File: config.mk
export PLATFORM = sky130hd
export DESIGN_NAME = uart_tx_flat
export DESIGN_NICKNAME = d
export VERILOG_FILES = /design/src/rtl/uart_tx_if.sv /design/src/rtl/uart_tx.sv /design/src/flat_wrapper.sv
export SDC_FILE = /design/constraint.sdc
export NUM_CORES = 1
export LEC_CHECK = 0
export ABC_AREA = 1
export CAP_MARGIN = 10
export CORE_MARGIN = 8
export CORE_UTILIZATION = 46
export CTS_BUF_LIST = sky130_fd_sc_hd__clkbuf_4
export CTS_CLUSTER_DIAMETER = 50
export DETAILED_ROUTE_END_ITERATION = 7
export PLACE_DENSITY = 0.71
export RECOVER_POWER = 25
export SLEW_MARGIN = 25
export SYNTH_ARGS = -nofsm -noshare
export SYNTH_HDL_FRONTEND = slang
export SYNTH_SLANG_ARGS = --single-unit
File: constraint.sdc
create_clock -name clk -period 2.7 [get_ports clk]
set_input_delay 0.405 -clock clk [delete_from_list [all_inputs] [get_ports clk]]
set_output_delay 0.405 -clock clk [all_outputs]
set_load 0.05 [all_outputs]
File: src/rtl/uart_tx_if.sv
// Byte handshake and serial-side status of the UART transmitter.
// master = byte producer, slave = transmitter.
interface uart_tx_if;
    logic [7:0] data;
    logic       data_valid;
    logic       data_ready;
    logic       tx;
    logic       busy;

    modport master (
        output data,
        output data_valid,
        input  data_ready,
        input  tx,
        input  busy
    );

    modport slave (
        input  data,
        input  data_valid,
        output data_ready,
        output tx,
        output busy
    );
endinterface

File: src/rtl/uart_tx.sv
// 8N1 UART transmitter fed by a small circular FIFO.
// Every bit (start, data LSB first, stop) lasts DIVISOR clocks; queued bytes go out back-to-back.
module uart_tx #(
    parameter int unsigned DIVISOR    = 286,
    parameter int unsigned FIFO_DEPTH = 4
) (
    input  logic     clk,
    input  logic     rst,
    uart_tx_if.slave bus
);
    localparam int unsigned CNT_W = $clog2(DIVISOR);
    localparam int unsigned PTR_W = $clog2(FIFO_DEPTH);
    localparam logic [CNT_W-1:0] CNT_LAST  = CNT_W'(DIVISOR - 1);
    localparam logic [PTR_W:0]   FIFO_FULL = (PTR_W + 1)'(FIFO_DEPTH);

    typedef enum logic [1:0] {StIdle, StStart, StData, StStop} state_e;

    state_e           r_state, w_state_d;
    logic [CNT_W-1:0] r_cnt, w_cnt_d;
    logic [2:0]       r_idx, w_idx_d;
    logic [7:0]       r_shift, w_shift_d;
    logic             r_tx, w_tx_d;

    logic [7:0]       r_mem [FIFO_DEPTH];
    logic [PTR_W-1:0] r_wptr, r_rptr;
    logic [PTR_W:0]   r_count;

    logic w_full, w_empty, w_push, w_pop, w_cnt_last;

    // A full FIFO refuses a push even if a pop frees a slot on the same edge.
    assign w_full     = (r_count == FIFO_FULL);
    assign w_empty    = (r_count == '0);
    assign w_push     = bus.data_valid && !w_full;
    assign w_cnt_last = (r_cnt == CNT_LAST);

    assign bus.data_ready = !w_full;
    assign bus.tx         = r_tx;
    assign bus.busy       = (r_state != StIdle) || !w_empty;

    always_ff @(posedge clk) begin
        if (w_push) begin
            r_mem[r_wptr] <= bus.data;
        end
    end

    always_ff @(posedge clk or posedge rst) begin
        if (rst) begin
            r_wptr  <= '0;
            r_rptr  <= '0;
            r_count <= '0;
        end else begin
            if (w_push) begin
                r_wptr <= r_wptr + PTR_W'(1);
            end
            if (w_pop) begin
                r_rptr <= r_rptr + PTR_W'(1);
            end
            if (w_push && !w_pop) begin
                r_count <= r_count + (PTR_W + 1)'(1);
            end else if (!w_push && w_pop) begin
                r_count <= r_count - (PTR_W + 1)'(1);
            end
        end
    end

    always_ff @(posedge clk or posedge rst) begin
        if (rst) begin
            r_state <= StIdle;
            r_cnt   <= '0;
            r_idx   <= '0;
            r_shift <= '0;
            r_tx    <= 1'b1;
        end else begin
            r_state <= w_state_d;
            r_cnt   <= w_cnt_d;
            r_idx   <= w_idx_d;
            r_shift <= w_shift_d;
            r_tx    <= w_tx_d;
        end
    end

    always_comb begin
        w_state_d = r_state;
        w_cnt_d   = r_cnt;
        w_idx_d   = r_idx;
        w_shift_d = r_shift;
        w_tx_d    = r_tx;
        w_pop     = 1'b0;

        unique case (r_state)
            StIdle: begin
                w_tx_d  = 1'b1;
                w_cnt_d = '0;
                if (!w_empty) begin
                    w_pop     = 1'b1;
                    w_shift_d = r_mem[r_rptr];
                    w_tx_d    = 1'b0;
                    w_state_d = StStart;
                end
            end
            StStart: begin
                w_cnt_d = r_cnt + CNT_W'(1);
                if (w_cnt_last) begin
                    w_cnt_d   = '0;
                    w_tx_d    = r_shift[0];
                    w_idx_d   = '0;
                    w_state_d = StData;
                end
            end
            StData: begin
                w_cnt_d = r_cnt + CNT_W'(1);
                if (w_cnt_last) begin
                    w_cnt_d = '0;
                    if (r_idx == 3'd7) begin
                        w_tx_d    = 1'b1;
                        w_state_d = StStop;
                    end else begin
                        w_shift_d = r_shift >> 1;
                        w_tx_d    = r_shift[1];
                        w_idx_d   = r_idx + 3'd1;
                    end
                end
            end
            StStop: begin
                w_cnt_d = r_cnt + CNT_W'(1);
                if (w_cnt_last) begin
                    w_cnt_d = '0;
                    // Pop straight into the next start bit so queued frames have no gap.
                    if (!w_empty) begin
                        w_pop     = 1'b1;
                        w_shift_d = r_mem[r_rptr];
                        w_tx_d    = 1'b0;
                        w_state_d = StStart;
                    end else begin
                        w_state_d = StIdle;
                    end
                end
            end
            default: w_state_d = StIdle;
        endcase
    end
endmodule
File: src/flat_wrapper.sv
// flat-port wrapper written by rule: the top's interface ports become plain ports
module uart_tx_flat 
#(
    parameter int unsigned DIVISOR    = 286,
    parameter int unsigned FIFO_DEPTH = 4
)
  (clk, rst, bus_data, bus_data_valid, bus_data_ready, bus_tx, bus_busy);
  uart_tx_if bus_i ();
  input  logic clk;
  input  logic rst;
  input wire logic [$bits(bus_i.data)-1:0] bus_data;
  input wire logic [$bits(bus_i.data_valid)-1:0] bus_data_valid;
  output wire logic [$bits(bus_i.data_ready)-1:0] bus_data_ready;
  output wire logic [$bits(bus_i.tx)-1:0] bus_tx;
  output wire logic [$bits(bus_i.busy)-1:0] bus_busy;
  assign bus_i.data = bus_data;
  assign bus_i.data_valid = bus_data_valid;
  assign bus_data_ready = bus_i.data_ready;
  assign bus_tx = bus_i.tx;
  assign bus_busy = bus_i.busy;
  uart_tx #(.DIVISOR(DIVISOR), .FIFO_DEPTH(FIFO_DEPTH)) u_core (.clk(clk), .rst(rst), .bus(bus_i));
endmodule
Word level (Yosys, flattened, before mapping)
Memory sizes are Yosys's and may differ from the RTL's.
Cells that the tools add are included.
{"block": "word_totals", "output_inout_bits": 3, "mem_count": 1, "elab_cells": 79, "regBits": 30, "ramBits": 32}
{"memory": "u_core.r_mem", "words": 4, "word_bits": 8, "rd": 1, "rd_ports_with_merged_regs": 0, "wr": 1, "line": "uart_tx.sv:24", "source": "logic [7:0] r_mem [FIFO_DEPTH];"}
{"block": "op_classes", "eq_ne": 13, "n_mux": 32, "n_addsub": 6, "reduce_logical": 19}
{"cell": "$mux W8", "count": 4}
{"cell": "$pmux W8 S3", "count": 1}
{"cell": "$pmux W9 S2", "count": 1}
{"cell": "$mux W3", "count": 5}
{"cell": "$reduce_and A4 Y1", "count": 3}
{"cell": "$mux W1", "count": 11}
{"cell": "$mux W2", "count": 5}
{"cell": "$add A9 B1 Y9 const B", "count": 1}
{"cell": "$eq A9 B9 Y1 const B", "count": 1}
{"cell": "$mux W9", "count": 1}
{"cell": "$ne A2 B1 Y1 const B", "count": 4}
{"cell": "$pmux W2 S4", "count": 1}
{"cell": "$add A3 B1 Y3 const B", "count": 2}
{"cell": "$eq A3 B3 Y1 const B", "count": 2}
{"cell": "$ne A2 B2 Y1 const B", "count": 3}
{"cell": "$pmux W3 S2", "count": 1}
{"cell": "$reduce_bool A2 Y1", "count": 3}
{"cell": "$reduce_and A5 Y1", "count": 1}
{"cell": "$add A2 B1 Y2 const B", "count": 2}
{"cell": "$eq A2 B2 Y1 const B", "count": 2}
{"cell": "$logic_not A1 Y1", "count": 4}
{"cell": "$pmux W1 S4", "count": 1}
{"cell": "$logic_and A1 B1 Y1", "count": 3}
{"cell": "$logic_not A3 Y1", "count": 1}
{"cell": "7 further kinds", "count": 7}

Depth between registers and ports, before layout
{"block": "logic_depth", "ltp_word": 7, "ltp_mapped": 13}

Worst setup path before layout
Ideal clock, no wire load.
{"block": "synth_timing", "kind": "register -> register", "from": "register u_core.r_count[0]", "to": "register u_core.r_count[2]", "arrival_time_ps": 2157, "t_required_ps": 2569, "slack_ps": 412, "path_stages_with_launch": 11, "path_buffers": 0, "period_less_slack_ps": 2288, "path_cell_list": "dfrtp_1 nor2_1 nand2_1 nand2_1 inv_1 ha_1 inv_1 fa_1 a21oi_1 o21ai_0 xor2_1"}
{"item": "start, declared", "line": "uart_tx.sv:26", "source": "logic [PTR_W:0] r_count;"}
{"item": "start signal, assigned", "line": "uart_tx.sv:59", "source": "r_count <= r_count + (PTR_W + 1)'(1);"}
{"item": "start signal, assigned", "line": "uart_tx.sv:61", "source": "r_count <= r_count - (PTR_W + 1)'(1);"}
{"item": "$eq A3 B3 Y1 (*)", "line": "uart_tx.sv:31", "source": "assign w_full = (r_count == FIFO_FULL);"}
{"item": "$logic_not A1 Y1 (*)"}
{"item": "net bus_data_ready", "line": "flat_wrapper.sv:13", "source": "output wire logic [$bits(bus_i.data_ready)-1:0] bus_data_ready;"}
{"item": "$logic_and A1 B1 Y1 (*)", "line": "uart_tx.sv:33", "source": "assign w_push = bus.data_valid && !w_full;"}
{"item": "net u_core.w_push", "line": "uart_tx.sv:28", "source": "logic w_full, w_empty, w_push, w_pop, w_cnt_last;"}
{"item": "$logic_not A1 Y1", "line": "uart_tx.sv:60", "source": "end else if (!w_push && w_pop) begin"}
{"item": "$logic_and A1 B1 Y1", "line": "uart_tx.sv:60"}
{"item": "$reduce_bool A2 Y1 (no line)"}
The timed path passes the listed nets; every way through them passes the cells marked *. The select of a mux whose other input is x is not followed.
A chain may end at the register's enable or synchronous reset.

Final worst setup path
{"block": "layout_timing", "from": "register u_core.r_state[0]", "to": "output bus_busy"}
{"block": "layout_between", "elab_chain_len": 2}
{"item": "start, declared", "line": "uart_tx.sv:18", "source": "state_e r_state, w_state_d;"}
{"item": "start signal, assigned", "line": "uart_tx.sv:68", "source": "r_state <= StIdle;"}
{"item": "start signal, assigned", "line": "uart_tx.sv:74", "source": "r_state <= w_state_d;"}
{"item": "$reduce_bool A2 Y1", "line": "uart_tx.sv:38", "source": "assign bus.busy = (r_state != StIdle) || !w_empty;"}
{"item": "$logic_or A1 B1 Y1", "line": "uart_tx.sv:38"}
{"item": "end, declared", "line": "flat_wrapper.sv:15", "source": "output wire logic [$bits(bus_i.busy)-1:0] bus_busy;"}
No other way between the ends.

==> impl_results.md <==
- Status: finished clean
- Net count of the mapped netlist: 352
- I/O Buffers: 13
- Share of the clock period used by the worst path after layout: 0.934
- Clock latency at the later pin of the worst-skew pair: 390 ps
- Die width: 97.4 um
- Placed standard-cell area: 3280 um^2
- Endpoint required time on the critical path: 2300 ps
- Signal arrival time at the worst endpoint: 2120 ps
- H-tree levels: 3
- Initial Util: 0.478
- R2r setup slk: between 300 and 400 ps
- Post-CTS Resized: 0
- Filler cells: 583
- Crit-path cells: inv_1 -> ha_1 -> nand2_1 -> clkdlybuf4s50_1
- Clock slew at the register clock pins of the worst setup and hold paths: around 100 ps
- Post-DR wirelength/cell: 12.8 um
- Post-layout worst setup margin: 177 ps
- Number of diodes added for antenna fixing: 0
- Total iterations of the first detailed-routing run: 4
- Sequential fraction of the synthesis area: 0.562
- Post CTS Setup Buffer Count: 0
- GR Overflow Total: 0
- Peak clock frequency supported by timing: 396 MHz
- Power Total: 2.27 mW
- Number of warnings issued by yosys: 0
- Yosys cell types: 28
- Share of final-layout standard cells stronger than drive strength 1: 0.108
- Vias after detailed routing: 2143
- CP Depth: 4
- Die area: 9490 um^2
- Final total negative setup slack: 0 ps
- Sort of element at the end of the critical path: output port
- Shortest period the worst path allows: 2520 ps
- Synthesis-to-layout area growth: 12.5%
- Number of buffers inserted for hold repair after clock tree synthesis: 0
- Total global-route track usage: 0.126
- Count of boundary I/O pins: 14
- GPL Wtd Cong: between 0.7 and 0.8
- Core outline area: 6390 um^2
- Root buffer cell: clkbuf_4
- Worst min-delay path category: in2async
- Largest net degree at the start of global routing: 31
- Element type at the critical path start: register
- Category of cells accounting for the largest share of critical-path delay: buffers and inverters
- Cell count after placement: just over 400
- Syn Area/Cell: 9.39 um^2
- Routed via count divided by cell count: 4.98
- Chip Height: 97.4 um
- R2r startpoint: u_core.r_state[0]
- Wire length of the first global-routing pass: between 9000 and 10000 um
- Number of buffers created by CTS: 9
- Final Max Tran Viols: 0
- Crit-path max FO: 6
- Final standard cell count with taps included and fillers excluded: 430
- Post-synthesis register bit count: 62
- Worst hold slack: 395 ps
- Detailed placer's ending HPWL: 3850 um
- Post-Layout Inst Area: 3430 um^2
- Placement Rows: 29
- Worst setup slack before clock tree synthesis: between 300 and 400 ps
- Setup repair after global routing missed its margin: false
- Most common cell after layout, fill and taps aside: nand2_1
- Number of antenna violations at the first check in global routing: 0
- Reg-to-reg critical path endpoint: u_core.r_count[1]
- Static power due to leakage: 1.56 nW
- Clock Tree Buf Depth: 2
- Total standard cell area after synthesis: 3050 um^2
- Post-detailed-routing wire length: 5510 um
- Setup Crit Path Kind: reg2out
- Depth of the worst register-to-register path: 9
- Clock tree from TritonCTS: done
- Number of remaining DRC errors: 0
- Most frequent cells in the layout: 108 x nand2_1, 34 x nand3_1, 32 x inv_1, 32 x edfxtp_1, 29 x dfrtp_1
- Post-Route Skew: 12.6 ps
- Worst rel slew slack: 0.655
- Maxcap violations: 0
- Vias in the first global route: 2254
- Worst path bufs/invs: 2
- Slowest cell on the critical path: clkdlybuf4s50_1
- Syn Inst Count: 325
- Net count reported at finish: 375
- Final number of setup-violating endpoints: 0
- Number of hold violations in the final report: 0
- Worst supply voltage drop on vdd: 0.486 mV
- Number of antenna-violating nets in the routed design: 0
- Cell area power density: 661 nW/um^2
- Measured slew at the worst slew-check pin: about 520 ps
- Clock sink count: 62
- Final Core Density: 0.537
- Highest cell delay on the worst timing path: slightly above 800 ps
- Number of DRC markers after the initial detailed-route iteration: 77
registers in the layout, indices dropped and copies added, names as in the netlist:
register	count
u_core.r_shift	8
u_core.r_cnt	9
u_core.r_mem	32
u_core.bus.tx	1
u_core.r_count	3
u_core.r_rptr	2
u_core.r_wptr	2
u_core.r_state	2
u_core.r_idx	3
tightest hold or removal path, delay by kind of cell:
family / cells / cell delay, ps
buf+inv: 3 / 800
cell type report:
| class | count | area [um^2] | area share |
|---|---|---|---|
| Clock buffer | 10 | 75.1 | 0.0219 |
| Timing Repair Buffer | 19 | 175 | 0.0511 |
| Sequential cell | 62 | 1710 | 0.499 |
| Clock inverter | 6 | 77.6 | 0.0226 |
| Multi-Input combinational cell | 221 | 1160 | 0.339 |
| Tap cell | 77 | 96.3 | 0.0281 |
| Inverter | 35 | 131 | 0.0383 |
layer usage:
layer,track usage,part of all wire,vias up
li1,-,-,1096
met1,0.137,0.44,1001
met2,0.216,0.50,36
met3,0.0434,0.039,10
met4,0.0571,0.020,0
met5,0,0,-
worst max path at each step:
stage                           start           endpoint  slack [ps]
floorplan           u_core.r_count[0]  u_core.r_count[2]         410
global placement    u_core.r_state[0]  u_core.r_count[1]         400
finish              u_core.r_state[0]           bus_busy         180
CTS                 u_core.r_state[0]           bus_busy         150
global route        u_core.r_count[0]           bus_busy          60
detailed placement  u_core.r_state[0]  u_core.r_count[1]         320
Yosys cell counts, drive strengths merged:
cell | number | area share
nand4 | 1 | 0.0021
o21bai | 2 | 0.0049
clkbuf | 1 | 0.0012
xnor2 | 4 | 0.011
nor2 | 23 | 0.035
buf | 6 | 0.013
inv | 35 | 0.043
dfrtp | 29 | 0.24
nand2 | 116 | 0.15
nand3 | 34 | 0.056
ha | 15 | 0.062
mux2 | 1 | 0.0037
o21ai | 7 | 0.011
edfxtp | 32 | 0.32
nor3 | 3 | 0.0049
a21oi | 10 | 0.020
xor2 | 3 | 0.0086
fa | 1 | 0.0066
dfstp | 1 | 0.0086
o211ai | 1 | 0.0025
kinds of logic after synthesis:
| group | Yosys count | synth area share |
|---|---|---|
| and+or+nand+nor | 177 | 0.250 |
| DFF | 62 | 0.562 |
| buffers and inverters | 42 | 0.0574 |
| AOI/OAI and AO/OA | 20 | 0.0390 |
| adders and majority gates | 16 | 0.0681 |
| xor gates and xnor gates | 7 | 0.0201 |
| muxes | 1 | 0.00369 |
power breakdown:
group / switching (mW) / leakage [nW] / internal, mW
sequential: 0.0506 / 0.659 / 1.14
clock: 0.315 / 0.0852 / 0.377
combinational: 0.239 / 0.816 / 0.145
Power figures use the tool's default switching activity.
